==> config.mk <==
export PLATFORM = sky130hd
export DESIGN_NAME = sec_display_driver
export DESIGN_NICKNAME = d
export VERILOG_FILES = /design/src/rtl/sec_display_driver.sv
export SDC_FILE = /design/constraint.sdc
export NUM_CORES = 1
export LEC_CHECK = 0
export CELL_PAD_IN_SITES_DETAIL_PLACEMENT = 0
export CELL_PAD_IN_SITES_GLOBAL_PLACEMENT = 1
export CORE_MARGIN = 3
export CORE_UTILIZATION = 49
export CTS_CLUSTER_DIAMETER = 120
export DETAILED_ROUTE_END_ITERATION = 12
export GPL_ROUTABILITY_DRIVEN = 0
export PLACE_DENSITY_LB_ADDON = 0.3
export SLEW_MARGIN = 5
export SYNTH_ARGS = -nofsm -noshare
export SYNTH_HDL_FRONTEND = slang
export SYNTH_SLANG_ARGS = --single-unit
==> constraint.sdc <==
create_clock -name CLOCK -period 4.6 [get_ports CLOCK]
set_clock_uncertainty 0.2 [all_clocks]
set_input_delay 0.46 -clock CLOCK [delete_from_list [all_inputs] [get_ports CLOCK]]
set_output_delay 0.46 -clock CLOCK [all_outputs]
set_load 0.02 [all_outputs]
==> src/rtl/sec_display_driver.sv <==
// Seconds display driver: resynchronises a 6-bit count, converts it to two
// BCD digits with a repeated-subtract FSM, and scans a two-digit
// common-anode 7-segment display with optional leading-zero blanking.
module sec_display_driver #(
    parameter int unsigned SCAN_DIV = 50000,
    parameter int unsigned DEAD_CYC = 2
) (
    input  logic       CLOCK,
    input  logic       NRESET,
    input  logic [5:0] VALUE,
    input  logic       BLANK_LZ,
    output logic [6:0] SEG,
    output logic [1:0] DIG,
    output logic [3:0] BCD_TENS,
    output logic [3:0] BCD_ONES,
    output logic       UPD
);

    localparam int unsigned SCAN_N = (SCAN_DIV < 4) ? 4 : SCAN_DIV;
    localparam int unsigned CNT_W  = $clog2(SCAN_N);
    localparam int unsigned VAL_W  = 6;

    typedef enum logic [1:0] {
        ST_IDLE = 2'd0,
        ST_SUB  = 2'd1,
        ST_DONE = 2'd2
    } state_e;

    // Active-low gfedcba glyph; non-decimal codes show nothing
    function automatic logic [6:0] glyph(input logic [3:0] d);
        logic [6:0] g;
        case (d)
            4'd0:    g = 7'h40;
            4'd1:    g = 7'h79;
            4'd2:    g = 7'h24;
            4'd3:    g = 7'h30;
            4'd4:    g = 7'h19;
            4'd5:    g = 7'h12;
            4'd6:    g = 7'h02;
            4'd7:    g = 7'h78;
            4'd8:    g = 7'h00;
            4'd9:    g = 7'h10;
            default: g = 7'h7F;
        endcase
        return g;
    endfunction

    logic [VAL_W-1:0] s1_q, s2_q, s3_q;
    state_e           state_q, state_d;
    logic [VAL_W-1:0] held_q, held_d;
    logic [VAL_W-1:0] rem_q, rem_d;
    logic [2:0]       tens_q, tens_d;
    logic [3:0]       bcd_tens_q, bcd_tens_d;
    logic [3:0]       bcd_ones_q, bcd_ones_d;
    logic             upd_q, upd_d;
    logic [CNT_W-1:0] cnt_q, cnt_d;
    logic             sel_q, sel_d;
    logic [1:0]       dig_q, dig_d;
    logic [6:0]       seg_q, seg_d;
    logic             stable_c;
    logic             term_c;

    assign stable_c = (s2_q == s3_q);
    assign term_c   = (cnt_q == CNT_W'(SCAN_N - 1));

    // Two-flop synchroniser plus compare stage for stability detection
    always_ff @(posedge CLOCK or negedge NRESET) begin
        if (!NRESET) begin
            s1_q <= '0;
            s2_q <= '0;
            s3_q <= '0;
        end else begin
            s1_q <= VALUE;
            s2_q <= s1_q;
            s3_q <= s2_q;
        end
    end

    // Conversion FSM and datapath registers
    always_ff @(posedge CLOCK or negedge NRESET) begin
        if (!NRESET) begin
            state_q    <= ST_IDLE;
            held_q     <= '0;
            rem_q      <= '0;
            tens_q     <= '0;
            bcd_tens_q <= '0;
            bcd_ones_q <= '0;
            upd_q      <= 1'b0;
        end else begin
            state_q    <= state_d;
            held_q     <= held_d;
            rem_q      <= rem_d;
            tens_q     <= tens_d;
            bcd_tens_q <= bcd_tens_d;
            bcd_ones_q <= bcd_ones_d;
            upd_q      <= upd_d;
        end
    end

    // Next-state: capture a new stable sample, subtract tens, publish result
    always_comb begin
        state_d    = state_q;
        held_d     = held_q;
        rem_d      = rem_q;
        tens_d     = tens_q;
        bcd_tens_d = bcd_tens_q;
        bcd_ones_d = bcd_ones_q;
        upd_d      = 1'b0;
        case (state_q)
            ST_IDLE: begin
                if (stable_c && (s2_q != held_q)) begin
                    held_d  = s2_q;
                    rem_d   = s2_q;
                    tens_d  = '0;
                    state_d = ST_SUB;
                end
            end
            ST_SUB: begin
                if (rem_q >= VAL_W'(10)) begin
                    rem_d  = VAL_W'(rem_q - VAL_W'(10));
                    tens_d = 3'(tens_q + 3'd1);
                end else begin
                    state_d = ST_DONE;
                end
            end
            ST_DONE: begin
                bcd_tens_d = {1'b0, tens_q};
                bcd_ones_d = rem_q[3:0];
                upd_d      = 1'b1;
                state_d    = ST_IDLE;
            end
            default: state_d = ST_IDLE;
        endcase
    end

    // Scan counter, digit select and registered display drive
    always_ff @(posedge CLOCK or negedge NRESET) begin
        if (!NRESET) begin
            cnt_q <= '0;
            sel_q <= 1'b0;
            dig_q <= 2'b11;
            seg_q <= 7'h7F;
        end else begin
            cnt_q <= cnt_d;
            sel_q <= sel_d;
            dig_q <= dig_d;
            seg_q <= seg_d;
        end
    end

    // Free-running scan; dead time and blanked tens slot drive everything off
    always_comb begin
        cnt_d = term_c ? '0 : CNT_W'(cnt_q + CNT_W'(1));
        sel_d = term_c ? ~sel_q : sel_q;
        dig_d = 2'b11;
        seg_d = 7'h7F;
        if (cnt_q >= CNT_W'(DEAD_CYC)) begin
            if (!sel_q) begin
                dig_d = 2'b10;
                seg_d = glyph(bcd_ones_q);
            end else if (!(BLANK_LZ && (bcd_tens_q == 4'd0))) begin
                dig_d = 2'b01;
                seg_d = glyph(bcd_tens_q);
            end
        end
    end

    assign SEG      = seg_q;
    assign DIG      = dig_q;
    assign BCD_TENS = bcd_tens_q;
    assign BCD_ONES = bcd_ones_q;
    assign UPD      = upd_q;

endmodule

==> results of run 1 <==
## state kept, by name, summed over array words and instances, names as in the netlist
register	flops
BCD_ONES	4
BCD_TENS	3
DIG	2
SEG	7
UPD	1
cnt_q	16
held_q	6
rem_q	6
s1_q	6
s2_q	6
s3_q	6
sel_q	1
state_q	2
tens_q	3
## Yosys cell counts, drive strengths merged, types with 9 or more instances
cell,n
a21oi,12
dfrtp,60
dfstp,9
ha,14
inv,18
mux2,10
nand2,21
nand3,10
nor2,25
o21ai,15
xnor2,17
xor2,12
## layout make-up
cell class	count	share of cell area
Timing Repair Buffer	26	0.07065
Tap cell	75	0.02623
Clock inverter	5	0.009794
Clock buffer	11	0.03952
Sequential cell	69	0.4858
Inverter	18	0.01889
Multi-Input combinational cell	180	0.3491
## worst min-delay path by stage
| stage | start | endpoint | slack, ns | cells past startpoint |
|---|---|---|---|---|
| finish | NRESET | cnt_q[11]$_DFF_PN0_ | -0.009 | 1 |
| global route | NRESET | cnt_q[8]$_DFF_PN0_ | 0.05 | 1 |
| CTS | NRESET | cnt_q[5]$_DFF_PN0_ | 0.01 | 1 |
| detailed placement | s1_q[2]$_DFF_PN0_ | s2_q[2]$_DFF_PN0_ | 0.13 | 0 |
| global placement | s1_q[5]$_DFF_PN0_ | s2_q[5]$_DFF_PN0_ | 0.14 | 0 |
| floorplan | NRESET | BCD_ONES[0]$_DFFE_PN0P_ | -0.04 | 0 |
## routing by layer
metal	routed length [um]	share of wire	track usage
met2	2330	0.45	0.2352
met3	197	0.038	0.04951
met1	2514	0.49	0.2090
met5	0	0	0
met4	83	0.016	0.06043
## kinds of logic (layout without fill, tap and decap cells)
| group | Yosys count | after routing | synth area share |
|---|---|---|---|
| adders and majority gates | 14 | 14 | 0.05666 |
| DFF | 69 | 69 | 0.5621 |
| other | 1 | 1 | 0.001213 |
| buffers and inverters | 25 | 60 | 0.03399 |
| AOI/OAI and AO/OA | 41 | 41 | 0.08823 |
| and+or+nand+nor | 84 | 84 | 0.1360 |
| xor gates and xnor gates | 29 | 29 | 0.08215 |
| muxes | 11 | 11 | 0.03966 |
## power by group
group          switching, W  internal, W  total (W)
Sequential         0.000102     0.000730   0.000832
Combinational      0.000264     0.000256   0.000520
Clock              0.000228     0.000211   0.000440
## stage by stage
| stage | total power [W] | util |
|---|---|---|
| after global routing | 0.001925 | 0.5936 |
| after CTS | 0.001818 | 0.5936 |
| after global placement | 0.001367 | 0.5644 |
| after detailed placement | 0.001372 | 0.5644 |
| after floorplan | 0.001194 | - |
| final | 0.001792 | 0.5936 |
## worst register-to-register path, cell delays in order, from the launching register on
cell and delay (ns):
dfrtp_1 0.43, xnor2_1 0.18, nand3_1 0.11, a211oi_2 0.88
inv_1 0.19, o221a_2 0.32
==> flow_summary.toml, run 1 <==
[clock_network]
cts_hold_buf = 0
cts_resized = 0
clkTransAtPathRegs_ns = 0.08
clockRootBuffer = "clkbuf_8"
cts_tree = "built"
htreeDepth = 3
cts.sinks = 69
worstSkewPairLatency_ns = 0.34
clockBufferDepth = 2
post_cts_buffers = 0
cts_made_buffers = 9

[floorplan]
dieArea_sq_um = 7299
core_sq_um = 6026
die_w_um = 85.44
rows = 28
pin_count = 27
die_y_um = 85.44
start_util = 0.5131

[detailed_routing]
drt.antenna.violating_nets = 0
routedWlPerCell_um = 13.35
vias = 1931
drc_errors = 0
post_drt_via_cell_ratio = 5.029
wl_um = 5125
dr.pass1.iters = 4
drt_iter0_drc = 91

[sta]
final-max-slew-violation-count = 0
relSlewSlack = 0.2945
finalSetupViolCount = 0
final-hold-violation-count = 6
period_share = 0.5296
fin_ws_ns = 2.164
tightest_slew_ns = 1.056
fmax_mhz = 410.5
rsz0062_at_grt = "false"
holdWs_ns = -0.009376
fin_tns_setup_ns = 0
final.min_clock_period_ns = 2.436

[global_route]
antenna_found_initial = 0
grt_max_degree = 38
grt_pass1_vias = 1865
grtUsageTotal = 0.1554
grt.overflow.total = 0
grt_pass1_wl_um = 8825

[setup_path]
cp_top_family = "compound AO/OA/AOI/OAI gates"
reg2reg_to = "rem_q[5]$_DFFE_PN0P_"
startpoint = "s2_q[0]$_DFF_PN0_"
worst-r2r-cell-count = 5
critPathCapture = "rem_q[5]$_DFFE_PN0P_"
r2r-start = "s2_q[0]$_DFF_PN0_"
cp_num_buf_inv = 1
crit_required_ns = 4.63
slowest_stage = "a211oi_2"
end_kind = "flop"
path_class = "flop to flop"
cp.arrival_ns = 2.47
crit_chain = "xnor2_1, nand3_1, a211oi_2, inv_1, o221a_2"
cp_max_fo = 15
r2r_slack_ns = 2.16
critical_path.max_stage_delay_ns = 0.88
worst-path-stages = 5
startpoint_type = "flop"

[place]
portBuffers = 25
placed_cells_incl_taps = 368
place_area_sq_um = 3401
hpwl_um = 3625
dpl_worst_slack_ns = 2.151

[cells_and_area]
fillCellCount = 531
layout_commonest_cell = "dfrtp_1"
fin_nets = 327
antenna_cells = 0
finalInstanceArea_sq_um = 3577
multi_input_area_sq_um = 1249
area_delta_synth_final_pct = 15.70
fin_cells = 384
drive_above_1_share = 0.1489
mostFrequentLayoutCells = "60 x dfrtp_1, 25 x nor2_1, 24 x clkdlybuf4s50_1, 20 x nand2_1"
final-seq-area_sq_um = 1738

[yosys]
async_flop_share = 1.000
synthesis.nets = 297
yosysUniqueCellTypes = 42
avgSynthCellArea_sq_um = 11.28
ys_top_cells_by_area = "dfrtp_1 49%, dfstp_2 7.6%, ha_1 5.7%"
ys_ff_latch = 69
netlist_instances = 274
yosysTopAreaCell = "dfrtp_1"
netlist_area_sq_um = 3092
yosys_warnings = 0
synth-main-ff-cell = "dfrtp_1"
ys_seq_area_frac = 0.5621
synth_top_area_share = 0.4856
synth_edf_count = 0

[power]
ir_drop_mv = 0.2772
total_leakage_power_nw = 1.591
power_density_nw_per_um2 = 501.1

[flow_run]
maxCapViolations = 0

[hold_path]
hold_class = "input pin to asynchronous set/reset pin"

[run_status]
run_status = "finished, violations left"
violations = "hold timing"
(Power assumes the default switching activity.)
==> run 2, diff against run 1 <==
--- a/config.mk
+++ b/config.mk
@@ -8,7 +8,7 @@
 export CELL_PAD_IN_SITES_DETAIL_PLACEMENT = 0
 export CELL_PAD_IN_SITES_GLOBAL_PLACEMENT = 1
 export CORE_MARGIN = 3
-export CORE_UTILIZATION = 49
+export CORE_UTILIZATION = 46
 export CTS_CLUSTER_DIAMETER = 120
 export DETAILED_ROUTE_END_ITERATION = 12
 export GPL_ROUTABILITY_DRIVEN = 0
==> constraint.sdc (replaced) <==
create_clock -name CLOCK -period 2.3 [get_ports CLOCK]
set_clock_uncertainty 0.2 [all_clocks]
set_input_delay 0.23 -clock CLOCK [delete_from_list [all_inputs] [get_ports CLOCK]]
set_output_delay 0.23 -clock CLOCK [all_outputs]
set_load 0.02 [all_outputs]
==> run 2 against run 1 <==
- the flow now finishes without violations
- die area up 6.0%
- largest cell class unchanged
- global-route usage rose by 0.78 points
- cell area grew 3.4%
- register-to-register slack lost 1.9 ns
- highest routed layer unchanged
==> flow_summary.toml, run 2 (synthesis gave the netlist of run 1 again) <==
[run_status]
run_status = "completed"

[detailed_routing]
drt_iter0_drc = 40
drc_errors = 0
vias = 2033
post_drt_via_cell_ratio = 5.134
wl_um = 5489
dr.pass1.iters = 4
routedWlPerCell_um = 13.86
drt.antenna.violating_nets = 0

[cells_and_area]
drive_above_1_share = 0.1787
regMostFlops = "cnt_q"
area_delta_synth_final_pct = 19.63
finalInstanceArea_sq_um = 3699
layout_commonest_cell = "dfrtp_1"
fillCellCount = 554
mostFrequentLayoutCells = "60 x dfrtp_1, 25 x nor2_1, 24 x clkdlybuf4s50_1, 20 x nand2_1"
largest_register_ffs = 16
antenna_cells = 0
fin_nets = 337

[floorplan]
pin_count = 27
start_util = 0.4814
core_sq_um = 6422
rows = 29
die_w_um = 87.98
die_y_um = 87.98
dieArea_sq_um = 7740

[setup_path]
startpoint_type = "flop"
critical_path.max_stage_delay_ns = 0.68
crit_required_ns = 1.87
crit_chain = "clkdlybuf4s50_1"
cp_num_buf_inv = 1
cp_top_family = "buffers and inverters"
slowest_stage = "clkdlybuf4s50_1"
path_class = "flop to primary output"
cp_max_fo = 13
cp.arrival_ns = 1.58
end_kind = "primary output"

[sta]
final.min_clock_period_ns = 2.005
fin_tns_setup_ns = 0
fmax_mhz = 498.7
final-hold-violation-count = 0
finalSetupViolCount = 0
final-max-slew-violation-count = 0
relSlewSlack = 0.5719
period_share = 0.8718
rsz0062_at_grt = "false"
tightest_slew_ns = 0.6422

[global_route]
grt_pass1_wl_um = 9632
grtUsageTotal = 0.1632
grt.overflow.total = 0
antenna_found_initial = 0
grt_max_degree = 31
grt_pass1_vias = 2043

[clock_network]
htreeDepth = 3
cts.sinks = 69
clkTransAtPathRegs_ns = 0.07
clockRootBuffer = "clkbuf_8"
clockBufferDepth = 2
cts_made_buffers = 9
cts_tree = "built"
worstSkewPairLatency_ns = 0.34

[flow_run]
maxCapViolations = 0

[place]
place_area_sq_um = 3483
hpwl_um = 3906
portBuffers = 25

[power]
total_leakage_power_nw = 1.660
power_density_nw_per_um2 = 1016
ir_drop_mv = 0.4962

[hold_path]
hold_class = "input pin to flop"
run 2: through the flow:
stage | util | cells | worst slack, ns | hold WS [ns] | total power [W]
3_3_place_gp | 0.5424 | 379 | 0.3458 | 0.09808 | 0.002767
4_1_cts | 0.5749 | 396 | 0.2367 | 0.1097 | 0.003794
5_1_grt | 0.5759 | 396 | 0.1216 | 0.1092 | 0.004027
2_1_floorplan | - | 274 | 0.4125 | -0.2656 | 0.002387
6_report | 0.5759 | 396 | 0.2949 | 0.1271 | 0.003757
3_5_place_dp | 0.5424 | 379 | 0.2887 | 0.09579 | 0.002783
run 2: area by class of cell:
type                            instances  area [sq um]  area share
Tap cell                               77         96.34     0.02605
Clock buffer                           10         137.6     0.03721
Inverter                               18         67.56     0.01827
Clock inverter                          6         61.31     0.01658
Multi-Input combinational cell        180          1255      0.3393
Timing Repair Buffer                   36         342.8     0.09269
Sequential cell                        69          1738      0.4699
run 2: path summary, 6_finish.rpt:
path / start / depth (start not counted) / slack (ns) / endpoint
max in group asynchronous: NRESET / 3 / 1.01 / SEG[6]$_DFF_PN1_
setup reg to reg: cnt_q[0]$_DFF_PN0_ / 8 / 0.31 / SEG[3]$_DFF_PN1_
hold reg to reg: s1_q[2]$_DFF_PN0_ / 0 / 0.15 / s2_q[2]$_DFF_PN0_
min in group asynchronous: NRESET / 2 / 0.24 / cnt_q[6]$_DFF_PN0_
hold / removal: VALUE[5] / 1 / 0.13 / s1_q[5]$_DFF_PN0_
setup / recovery: BCD_ONES[2]$_DFFE_PN0P_ / 1 / 0.29 / BCD_ONES[2]
run 2: routing by layer:
layer | share of wire | track usage | vias to the layer above
met5 | 0 | 0 | -
met4 | 0.017 | 0.08089 | 0
met3 | 0.038 | 0.03951 | 11
met2 | 0.46 | 0.2452 | 38
met1 | 0.48 | 0.2211 | 979
li1 | - | - | 1005
run 2: power breakdown:
part	internal (W)	leakage (nW)	switching, W	total, W
sequential	0.00146	0.850	0.000201	0.00166
clock	0.000528	0.102	0.000464	0.000993
combinational	0.000546	0.707	0.000558	0.00110
total	0.00253	1.66	0.00122	0.00376
run 2: repair_timing:
| item | CTS | global route |
|---|---|---|
| buffers inserted | 0 | 0 |
| endpoints found under the hold margin | 22 | 0 |
| resized for setup | 0 | 1 |
| hold buffers | 1 | 0 |
| endpoints found under the setup margin | 0 | 4 |
